## src/rtl/proc_rst_seq.sv

```systemverilog
// proc_rst_seq: staggered core reset release with first-error capture and halt
module proc_rst_seq #(
  parameter int N_CORES = 2,
  parameter int RST_HOLD = 8,
  parameter int STAGGER = 2,
  parameter int CYC_W = 32,
  localparam int ID_W = (N_CORES > 1) ? $clog2(N_CORES) : 1
) (
  input  logic               clk,
  input  logic               rst,
  input  logic [N_CORES-1:0] err,
  input  logic               clr_err,
  output logic [N_CORES-1:0] core_rst,
  output logic               halt,
  output logic               err_valid,
  output logic [ID_W-1:0]    err_core,
  output logic [CYC_W-1:0]   err_cycle,
  output logic [CYC_W-1:0]   cycle_cnt,
  output logic [1:0]         state
);
  typedef enum logic [1:0] {HOLD, RELEASE, RUN, HALT} st_t;
  st_t st;
  logic [31:0] cnt;
  logic [ID_W-1:0] idx;
  logic [N_CORES-1:0] qerr;
  logic [ID_W-1:0] low;
  assign state = st;
  // errors only count from cores already out of reset; pick the lowest index
  always_comb begin
    qerr = err & ~core_rst;
    low = '0;
    for (int i = N_CORES - 1; i >= 0; i--) if (qerr[i]) low = ID_W'(i);
  end
  // sequencer: hold, staggered release, run, halt on first error
  always_ff @(posedge clk or posedge rst) begin
    if (rst) begin
      st <= HOLD;
      core_rst <= '1;
      cnt <= '0;
      idx <= ID_W'(1);
      cycle_cnt <= '0;
      err_valid <= 1'b0;
      err_core <= '0;
      err_cycle <= '0;
      halt <= 1'b0;
    end else begin
      case (st)
        HOLD: begin
          if (cnt == 32'(RST_HOLD - 1)) begin
            core_rst[0] <= 1'b0;
            cnt <= '0;
            idx <= ID_W'(1);
            st <= (N_CORES > 1) ? RELEASE : RUN;
          end else cnt <= cnt + 1;
        end
        RELEASE, RUN: begin
          if (|qerr) begin
            st <= HALT;
            halt <= 1'b1;
            err_valid <= 1'b1;
            core_rst <= '1;
            err_core <= low;
            err_cycle <= cycle_cnt;
          end else begin
            if (~&cycle_cnt) cycle_cnt <= cycle_cnt + 1'b1;
            if (st == RELEASE) begin
              if (cnt == 32'(STAGGER - 1)) begin
                core_rst[idx] <= 1'b0;
                cnt <= '0;
                idx <= idx + 1'b1;
                if (idx == ID_W'(N_CORES - 1)) st <= RUN;
              end else cnt <= cnt + 1;
            end
          end
        end
        HALT: begin
          if (clr_err) begin
            st <= HOLD;
            cnt <= '0;
            cycle_cnt <= '0;
            err_valid <= 1'b0;
            halt <= 1'b0;
          end
        end
      endcase
    end
  end
endmodule

```

## config.mk

```make
export PLATFORM = sky130hd
export DESIGN_NAME = proc_rst_seq
export DESIGN_NICKNAME = d
export VERILOG_FILES = /design/src/rtl/proc_rst_seq.sv
export SDC_FILE = /design/constraint.sdc
export NUM_CORES = 1
export LEC_CHECK = 0
export CAP_MARGIN = 15
export CORE_MARGIN = 5
export CORE_UTILIZATION = 30
export CTS_BUF_LIST = sky130_fd_sc_hd__clkbuf_8
export DETAILED_ROUTE_END_ITERATION = 6
export PLACE_DENSITY = 0.5
export SYNTH_ARGS = -nofsm -noshare
export SYNTH_HDL_FRONTEND = slang
export SYNTH_SLANG_ARGS = --single-unit
```

## constraint.sdc

```tcl
create_clock -name clk -period 4.05 [get_ports clk]
set_clock_uncertainty 0.2 [all_clocks]
set_input_delay 0.81 -clock clk [delete_from_list [all_inputs] [get_ports clk]]
set_output_delay 0.81 -clock clk [all_outputs]
set_load 0.03 [all_outputs]
```

==> metrics.md, run 1 <==
| Metric | Value |
|---|---|
| Run status | complete, no violations |
| Area growth from synthesis to layout | 22.1% |
| Worst IR Drop VDD | 290 uV |
| Total of endpoints with negative setup slack in the final report | 0 |
| Ordered cell list for the critical path | nor4_1, nand4_2, o41ai_4, nand2_2, nand2_1, o311ai_0 |
| Sum of net half-perimeters after detailed placement | 10300 um |
| Total wirelength of the detailed-routed design | 14700 um |
| Ratio of final minimum period to clock period | 0.739 |
| RSZ-0062 raised after global routing | false |
| Largest delay contributor family on the critical path | simple AND/OR/NAND/NOR gates |
| Unique cell type count in the Yosys netlist | 60 |
| Worst-skew pair later-pin latency | 0.39 ns |
| Post-cts hold buffer count | 0 |
| Buffer cell driving the clock tree root | clkbuf_8 |
| GR Util All Layers | 0.145 |
| Detail-routed net length per standard cell | 16.0 um |
| CP max-delay cell | o41ai_4 |
| Upper clock frequency limit | 334 MHz |
| Arithmetic-cell share of the synthesized area counting full adders, half adders and majority gates | 0.0162 |
| EDFF count, synth | 0 |
| Full die area | 20800 um^2 |
| CTS-repair resized insts | 0 |
| Data required time at the worst endpoint | 4.10 ns |
| Via count of the first global-routing pass | 4649 |
| Post-synthesis compound-gate area fraction | 0.155 |
| Synthesized area per cell | 8.76 um^2 |
| Share of layout cells above drive strength 1 | 0.0668 |
| Area of the mapped netlist | 5410 um^2 |
| DRC violation total after the first TritonRoute iteration | 301 |
| Number of antenna diodes | 0 |
| Aggregate negative setup slack | 0 ns |
| Per-cell via count in the routed design | 5.18 |
| Nature of the critical path startpoint | flop |
| Count of unresolved DRC violations after routing | 0 |
| Type of the tightest min-delay check | reg2reg |
| XOR/XNOR share of the synthesized area | 0.0259 |
| Critical path capture point type | flop |
| Internal Pwr Total | 0.00204 W |
| Basic-gate share of the synthesized area counting and, or, nand and nor cells | 0.285 |
| Routability congestion estimate from global placement | 0.785 |
| Number of warning messages in the yosys log | 0 |
| Placed cell areas | 6420 um^2 |
| Via total after detailed routing | 4755 |
| Commonest cells post-synth | nand2_1, dfrtp_1, nor2_1 |
| Normalized max-slew margin | 0.417 |
| Post-Syn Nets | 629 |
| Postcts setup bufs | 0 |
| Width of the die | 144 um |
| Clk pin slew, worst setup/hold paths | 0.11 ns |
| Final Max Slew Viols | 0 |
| Largest net degree at the start of global routing | 58 |
| Initial antenna violation count | 0 |
| Transition time at the pin with the least slew margin | 0.867 ns |
| Number of buffers created by CTS | 9 |
| Power Density | 585 nW/um^2 |
| Placement Rows | 49 |
| Count of filler cells inserted in the layout | 1790 |
| Leakage power summed over all cells | 2.86 nW |
| Power share of the clock group | 0.162 |
| Total iterations of the first detailed-routing run | 4 |
| Wire length of the first global-routing pass | 24100 um |
| Worst endpoint data arrival time | 3.05 ns |
| Final design instance area without fill | 6600 um^2 |
| Total gr overflow | 0 |
| H-tree depth | 3 |
| Cell count after synthesis | 617 |
| Switching power total | 0.00182 W |
| Combinational power share | 0.502 |
| TritonCTS clock tree | yes |
| Critical path buffer and inverter count | 0 |
| Final Hold Vio Count | 0 |
| Synth area leaders | dfrtp_1, nand2_1, nand3_1 |
| Sequential-to-total area share from yosys stat | 0.477 |
| Synth top area share | 0.463 |
| Max-capacitance violation count | 0 |
| Top-count cell post-synth | nand2_1 |
| Initial standard-cell utilization of the core | 0.303 |
| Predominant post-synthesis flop cell | dfrtp_1 |
| Share of total power in sequential cells | 0.335 |
| Highest net fanout along the worst path | 12 |
| Main combinational cell family by area after synthesis | simple AND/OR/NAND/NOR gates |
| Multiplexer fraction of the synthesized cell area | 0.00949 |
| Antenna-violating nets left | 0 |
| I/O Pins | 76 |
| Total number of clock tree sinks | 103 |
| Worst-case clock buffer depth | 2 |
| Largest area contributor in the netlist | dfrtp_1 |
| Final critical path time including I/O delays and setup | 2.99 ns |
| Final net count | 696 |
| Crit-path max cell delay | 0.55 ns |
| Async set-or-reset flop fraction in the synthesized netlist | 1.00 |
| Core outline area | 17800 um^2 |
| Port-buffer cells | 75 |
| Die height | 144 um |
| Switch share | 0.471 |
| Total of flip-flops plus latches after synthesis | 103 |
| Crit Path Class | reg2reg |
metal layers:
metal / GRT usage / vias up / wire, um / part of all wire
met4: 0.0569 / 0 / 268 / 0.018
met5: 0 / - / 0 / 0
met2: 0.243 / 89 / 7170 / 0.49
met1: 0.190 / 2329 / 6700 / 0.46
met3: 0.0231 / 19 / 567 / 0.039
li1: - / 2318 / - / -
logic make-up (layout without fill, tap and decap cells):
family | after synthesis | count (layout)
AOI/OAI and AO/OA | 123 | 123
muxes | 5 | 5
buffers and inverters | 39 | 111
xor gates and xnor gates | 16 | 16
DFF | 103 | 103
adders and majority gates | 7 | 7
and+or+nand+nor | 324 | 324
layout by cell type (no fill, tap or decap), types with 11 or more instances in the layout:
master and count:
dfrtp_1 100, and3_1 18, o21ai_0 32, nand2_1 150, o31ai_1 14, nor3_1 12
nand3_1 34, clkdlybuf4s50_1 75, buf_4 12, a21oi_1 29, xor2_1 11, nor2_1 41
nand4_1 16
metrics by stage:
step	setup slack (ns)	hold slack, ns	std cells	total power (W)	utilization
after detailed placement	0.929	0.263	902	0.00326	0.360
after CTS	1.10	0.289	918	0.00391	0.370
after global placement	1.00	0.257	902	0.00324	0.360
after global routing	0.878	0.316	918	0.00414	0.370
final	1.06	0.280	918	0.00386	0.370
after floorplan	0.341	0.273	617	0.00260	-
power groups by stage:
stage | clock network (W) | logic (W) | registers [W]
finish | 0.000627 | 0.00194 | 0.00129
global route | 0.000690 | 0.00213 | 0.00132
floorplan | 0 | 0.00115 | 0.00146
detailed placement | 0 | 0.00195 | 0.00132
global placement | 0 | 0.00192 | 0.00131
CTS | 0.000657 | 0.00195 | 0.00130
final cells by class:
cell class                 instances  area (um^2)  share of cell area
multi-input combinational        475         2670               0.404
inverter                           7         28.8             0.00436
clock buffer                      10          138              0.0208
clock inverter                     6         43.8             0.00663
sequential                       103         2580               0.391
timing repair buffer              88          861               0.130
tap                              229          287              0.0434
state kept, by name, summed over array words and instances, names as in the netlist:
register   cells
core_rst       2
cycle_cnt     32
err_cycle     32
idx            1
cnt           32
err_core       1
err_valid      1
state          2
tightest hold or removal path: stages (launching register included):
cell and delay [ns]:
dfrtp_1 0.35, nand2_1 0.05, nand2_1 0.05
final timing paths:
path | slack [ns] | cells past startpoint | start | end
setup / recovery | 1.06 | 6 | cnt[7] | cnt[18]
hold / removal | 0.28 | 2 | err_cycle[0] | err_cycle[0]
setup reg to reg | 1.06 | 6 | cnt[7] | cnt[18]
hold reg to reg | 0.28 | 2 | err_cycle[0] | err_cycle[0]
max in group asynchronous | 2.27 | 3 | rst | core_rst[1]
min in group asynchronous | 0.63 | 2 | rst | cnt[5]
Note: power is estimated with default switching activity, not from simulation.
==> inputs of run 2 (changes only) <==
Clock period 4.05 ns to 3.1 ns, I/O delays scaled along.
==> run 2 against run 1 <==
Total power grew 34%. Sequential share of layout area is 0.67 points lower. Core utilization rose by 0.65 points. Largest cell class unchanged. Worst setup slack lost 0.72 ns. First-iteration DRC count down 8.0%. Via count increased by 0.80%. Combinational power rose by 35%. Critical endpoint is now cnt[12]. Critical path depth is the same. Non-clock buffer count grew 12. Die area did not move. Highest routed layer unchanged.
==> metrics.md, run 2 (same netlist as run 1, synthesis figures left out) <==
| Metric | Value |
|---|---|
| Met2 wire length | 7430 um |
| Buffer cell driving the clock tree root | clkbuf_8 |
| Transition time at the pin with the least slew margin | 0.744 ns |
| RR Endpoint | cnt[12] |
| Worst endpoint data arrival time | 2.85 ns |
| Upper clock frequency limit | 361 MHz |
| Normalized max-slew margin | 0.500 |
| Worst IR Drop VDD | 429 uV |
| GR Util All Layers | 0.148 |
| Leading cell types in the layout, fill and taps excluded | nand2_1, dfrtp_1, clkdlybuf4s50_1 |
| Final Hold Vio Count | 0 |
| Type of the tightest min-delay check | reg2reg |
| Routed length on met3 | 524 um |
| Detail-routed net length per standard cell | 16.0 um |
| Routability congestion estimate from global placement | 0.833 |
| Width of the die | 144 um |
| Highest net fanout along the worst path | 10 |
| Sum of net half-perimeters after detailed placement | 10900 um |
| Fin util | 0.377 |
| Post-cts hold buffer count | 0 |
| Ratio of final minimum period to clock period | 0.892 |
| Startpoint of the lowest-slack register-to-register path | cnt[20] |
| H-tree depth | 3 |
| Run status | complete, no violations |
| Number of cells on the worst reg-to-reg path | 6 |
| Number of antenna diodes | 0 |
| Power Density | 772 nW/um^2 |
| Total number of clock tree sinks | 103 |
| Detailed-routing wirelength on met1 | 6710 um |
| TritonCTS clock tree | yes |
| Largest net degree at the start of global routing | 69 |
| Placement Rows | 49 |
| Aggregate negative setup slack | 0 ns |
| Leakage power summed over all cells | 2.94 nW |
| Via total after detailed routing | 4793 |
| Die height | 144 um |
| Clk pin slew, worst setup/hold paths | 0.12 ns |
| Register-to-Register Setup Slack | 0.33 ns |
| Final net count | 708 |
| Total wirelength of the detailed-routed design | 14900 um |
| Beginning of the critical path | cnt[20] |
| I/O Pins | 76 |
| Worst-case clock buffer depth | 2 |
| Crit path capture | cnt[12] |
| Total of endpoints with negative setup slack in the final report | 0 |
| Total gr overflow | 0 |
| Count of unresolved DRC violations after routing | 0 |
| Total iterations of the first detailed-routing run | 5 |
| Final critical path time including I/O delays and setup | 2.77 ns |
| Full die area | 20800 um^2 |
| Data required time at the worst endpoint | 3.19 ns |
| Top routing layer used | met4 |
| Antenna-violating nets left | 0 |
| RSZ-0062 raised after global routing | false |
| Critical path capture point type | flop |
| Core outline area | 17800 um^2 |
| Worst-skew pair later-pin latency | 0.40 ns |
| DRC violation total after the first TritonRoute iteration | 277 |
| CTS-repair resized insts | 0 |
| Nature of the critical path startpoint | flop |
| Via count of the first global-routing pass | 4761 |
| Initial standard-cell utilization of the core | 0.303 |
| Initial antenna violation count | 0 |
| Registers with the most flip-flops | cnt: 32 flops, cycle_cnt: 32 flops, err_cycle: 32 flops |
| Area growth from synthesis to layout | 24.2% |
| Final design instance area without fill | 6720 um^2 |
| Max-capacitance violation count | 0 |
| Number of buffers created by CTS | 9 |
| Wire length of the first global-routing pass | 24700 um |
| Per-cell via count in the routed design | 5.15 |
| Crit Path Class | reg2reg |
| Placed cell areas | 6530 um^2 |
| Postcts setup bufs | 0 |
| Share of layout cells above drive strength 1 | 0.0842 |
| Port-buffer cells | 75 |
| Final Max Slew Viols | 0 |
| Most common cell after layout, fill and taps aside | nand2_1 |
run 2: cell types whose count changed in the layout (fill, tap and decap cells not counted):
cell and change:
clkbuf_8 -1, buf_12 +1, clkinv_4 +1, inv_6 +1
inv_8 +3, inv_4 -1, clkinvlp_4 -2, inv_1 -1
buf_4 +11
run 2: worst max-delay path: stages (launching register included):
cell,delay (ns)
dfrtp_1,0.45
nor4_2,0.37
nand4_2,0.26
o41ai_4,0.54
and2_1,0.46
o21ai_1,0.13
a22o_1,0.24
run 2: stage by stage:
stage	setup WS, ns	cells	total power (W)	hold slack (ns)
CTS	0.302	930	0.00526	0.293
detailed placement	0.275	914	0.00438	0.265
global placement	0.293	914	0.00434	0.258
global route	0.177	930	0.00558	0.316
floorplan	0.314	617	0.00340	0.273
finish	0.333	930	0.00519	0.286
run 2: worst min path at each step:
stage                            start           end  slack, ns  cells after the start
after floorplan                cnt[30]       cnt[30]       0.27                      1
after global placement    err_cycle[1]  err_cycle[1]       0.26                      2
after detailed placement  err_cycle[2]  err_cycle[2]       0.27                      2
after CTS                 err_cycle[2]  err_cycle[2]       0.29                      2
after global routing       core_rst[0]   core_rst[0]       0.32                      2
final                     err_cycle[2]  err_cycle[2]       0.29                      2
run 2: report_power, final:
part,internal (W),switching (W)
combinational,0.000943,0.00168
clock,0.000320,0.000548
sequential,0.00152,0.000182
total,0.00278,0.00241
run 2: layout make-up:
cell class / instances / area (um^2)
clock inverters: 7 / 68.8
repair buffers: 100 / 963
well taps: 229 / 287
clock buffers: 9 / 124
flip-flops and latches: 103 / 2580
inverters: 7 / 30.0
multi-input cells: 475 / 2670
fillers: 1832 / 11100
run 2: per-layer routing:
metal | up-vias | track usage
met5 | - | 0
met4 | 0 | 0.0486
met3 | 15 | 0.0235
met2 | 81 | 0.259
met1 | 2350 | 0.188
li1 | 2347 | -
==> inputs of run 3 (changes only) <==
Settings changed: GPL_TIMING_DRIVEN set to 0, SLEW_MARGIN set to 5.
==> run 3 against run 2 <==
Hold slack gained 0.0010 ns. First-iteration DRC count grew 8.3%. Clock power is 1% lower. Core utilization up 0.070 points. Non-clock buffer count up 10. Routed wire length grew 6.8%. Combinational power rose by 2%. Worst setup slack lost 0.070 ns. Sequential share of layout area fell by 0.071 points. Clock-buffer cell count unchanged. Largest cell class unchanged.
==> metrics.md, run 3 (same netlist as run 1, synthesis figures left out) <==
| Metric | Value |
|---|---|
| Largest net degree at the start of global routing | 34 |
| DRC violation total after the first TritonRoute iteration | 300 |
| Power Density | 776 nW/um^2 |
| GR Util All Layers | 0.158 |
| Total number of clock tree sinks | 103 |
| Placed instance count | 924 |
| Final design instance area without fill | 6730 um^2 |
| Per-cell via count in the routed design | 5.23 |
| Total gr overflow | 0 |
| Worst-case clock buffer depth | 2 |
| Total iterations of the first detailed-routing run | 7 |
| Final Hold Slack | 0.287 ns |
| Post-cts hold buffer count | 0 |
| Aggregate negative setup slack | 0 ns |
| Final net count | 718 |
| Upper clock frequency limit | 353 MHz |
| Critical path capture point type | flop |
| Internal Pwr Total | 0.00269 W |
| Nature of the critical path startpoint | flop |
| Leakage power summed over all cells | 2.90 nW |
| I/O Pins | 76 |
| Initial antenna violation count | 0 |
| Number of antenna diodes | 0 |
| Run status | complete, no violations |
| Buffer cell driving the clock tree root | clkbuf_8 |
| Registers with the most flip-flops | cnt: 32 flops, cycle_cnt: 32 flops, err_cycle: 32 flops |
| RSZ-0062 raised after global routing | false |
| Non-filler instance count after layout | 940 |
| Type of the tightest min-delay check | reg2reg |
| Most common cell after layout, fill and taps aside | nand2_1 |
| Count of filler cells inserted in the layout | 1809 |
| Width of the die | 144 um |
| Initial standard-cell utilization of the core | 0.303 |
| Share of total power in sequential cells | 0.325 |
| Transition time at the pin with the least slew margin | 0.924 ns |
| Worst IR Drop VDD | 478 uV |
| Total of endpoints with negative setup slack in the final report | 0 |
| Data required time at the worst endpoint | 3.18 ns |
| Power share of the clock group | 0.164 |
| Routability congestion estimate from global placement | 0.853 |
| Normalized max-slew margin | 0.379 |
| Final Max Slew Viols | 0 |
| Die height | 144 um |
| Wire length of the first global-routing pass | 26200 um |
| Area growth from synthesis to layout | 24.5% |
| Count of unresolved DRC violations after routing | 0 |
| Final Hold Vio Count | 0 |
| Total wirelength of the detailed-routed design | 15900 um |
| TritonCTS clock tree | yes |
| Via total after detailed routing | 4913 |
| Clk pin slew, worst setup/hold paths | 0.11 ns |
| Final Total Pwr | 0.00523 W |
| Crit Path Class | reg2reg |
| Switching power total | 0.00253 W |
| Combinational power share | 0.511 |
| Postcts setup bufs | 0 |
| Number of buffers created by CTS | 9 |
| Max-capacitance violation count | 0 |
| Leading cell types in the layout, fill and taps excluded | nand2_1, dfrtp_1, clkdlybuf4s50_1 |
| Placed cell areas | 6510 um^2 |
| Full die area | 20800 um^2 |
| Sum of net half-perimeters after detailed placement | 11500 um |
| Core outline area | 17800 um^2 |
| Via count of the first global-routing pass | 4859 |
| Worst-skew pair later-pin latency | 0.39 ns |
| Antenna-violating nets left | 0 |
| Share of layout cells above drive strength 1 | 0.0689 |
| H-tree depth | 3 |
| Port-buffer cells | 75 |
| Ratio of final minimum period to clock period | 0.915 |
| Switch share | 0.485 |
| Placement Rows | 49 |
| Detail-routed net length per standard cell | 16.9 um |
| Highest net fanout along the worst path | 10 |
| Final critical path time including I/O delays and setup | 2.84 ns |
| Worst endpoint data arrival time | 2.92 ns |
run 3: cell count changes in the layout (fill, tap and decap cells not counted), sizes merged:
| cell | previous run | this run |
|---|---|---|
| inv | 12 | 10 |
| buf | 25 | 11 |
| clkbuf | 9 | 33 |
| clkinvlp | 1 | 2 |
| clkinv | 1 | 2 |
run 3: timing repair:
item | 4_1_cts | 5_1_grt
resized for setup | 2 | 10
gates cloned | 0 | 0
endpoints found under the setup margin | 26 | 30
run 3: critical path, cell delays in order (launching register included):
cell and delay, ns:
dfrtp_1 0.44, inv_1 0.11, ha_1 0.42, a21boi_4 0.42, nor3_4 0.13, a21bo_2 0.27
clkbuf_1 0.46, o21ai_0 0.19, o41ai_1 0.10
run 3: layout make-up:
cell class | instances | area (um^2) | share of cell area
Multi-Input combinational cell | 475 | 2690 | 0.400
Sequential cell | 103 | 2580 | 0.383
Timing Repair Buffer | 78 | 811 | 0.120
Tap cell | 229 | 287 | 0.0426
Buffer | 32 | 143 | 0.0212
Clock buffer | 9 | 124 | 0.0184
Clock inverter | 7 | 66.3 | 0.00985
Inverter | 7 | 30.0 | 0.00446
run 3: worst paths after layout:
| check | startpoint | endpoint | slack, ns | cells after the start |
|---|---|---|---|---|
| max in group asynchronous | rst | err_cycle[20] | 1.60 | 4 |
| worst min register to register | err_cycle[7] | err_cycle[7] | 0.29 | 2 |
| worst max-delay path | state[1] | cycle_cnt[29] | 0.26 | 8 |
| worst max register to register | state[1] | cycle_cnt[29] | 0.26 | 8 |
| worst min-delay path | err_cycle[7] | err_cycle[7] | 0.29 | 2 |
| min in group asynchronous | rst | cnt[3] | 0.37 | 2 |
run 3: power by group through the flow:
| stage | clock network [W] | registers (W) | logic (W) |
|---|---|---|---|
| 2_1_floorplan | 0 | 0.00191 | 0.00150 |
| 3_3_place_gp | 0 | 0.00172 | 0.00261 |
| 3_5_place_dp | 0 | 0.00173 | 0.00264 |
| 4_1_cts | 0.000886 | 0.00170 | 0.00266 |
| 5_1_grt | 0.000940 | 0.00173 | 0.00292 |
| 6_report | 0.000858 | 0.00170 | 0.00267 |
run 3: per-layer routing:
| metal | wire length, um | vias up | GRT usage |
|---|---|---|---|
| met3 | 679 | 16 | 0.0222 |
| li1 | - | 2357 | - |
| met5 | 0 | - | 0 |
| met4 | 212 | 0 | 0.0511 |
| met2 | 7830 | 118 | 0.265 |
| met1 | 7180 | 2422 | 0.211 |
run 3: stage by stage:
stage | worst slack (ns) | util
final | 0.263 | 0.377
after global routing | 0.0821 | 0.377
after CTS | 0.0569 | 0.376
after global placement | -0.621 | 0.361
after detailed placement | -0.638 | 0.365
after floorplan | 0.314 | -
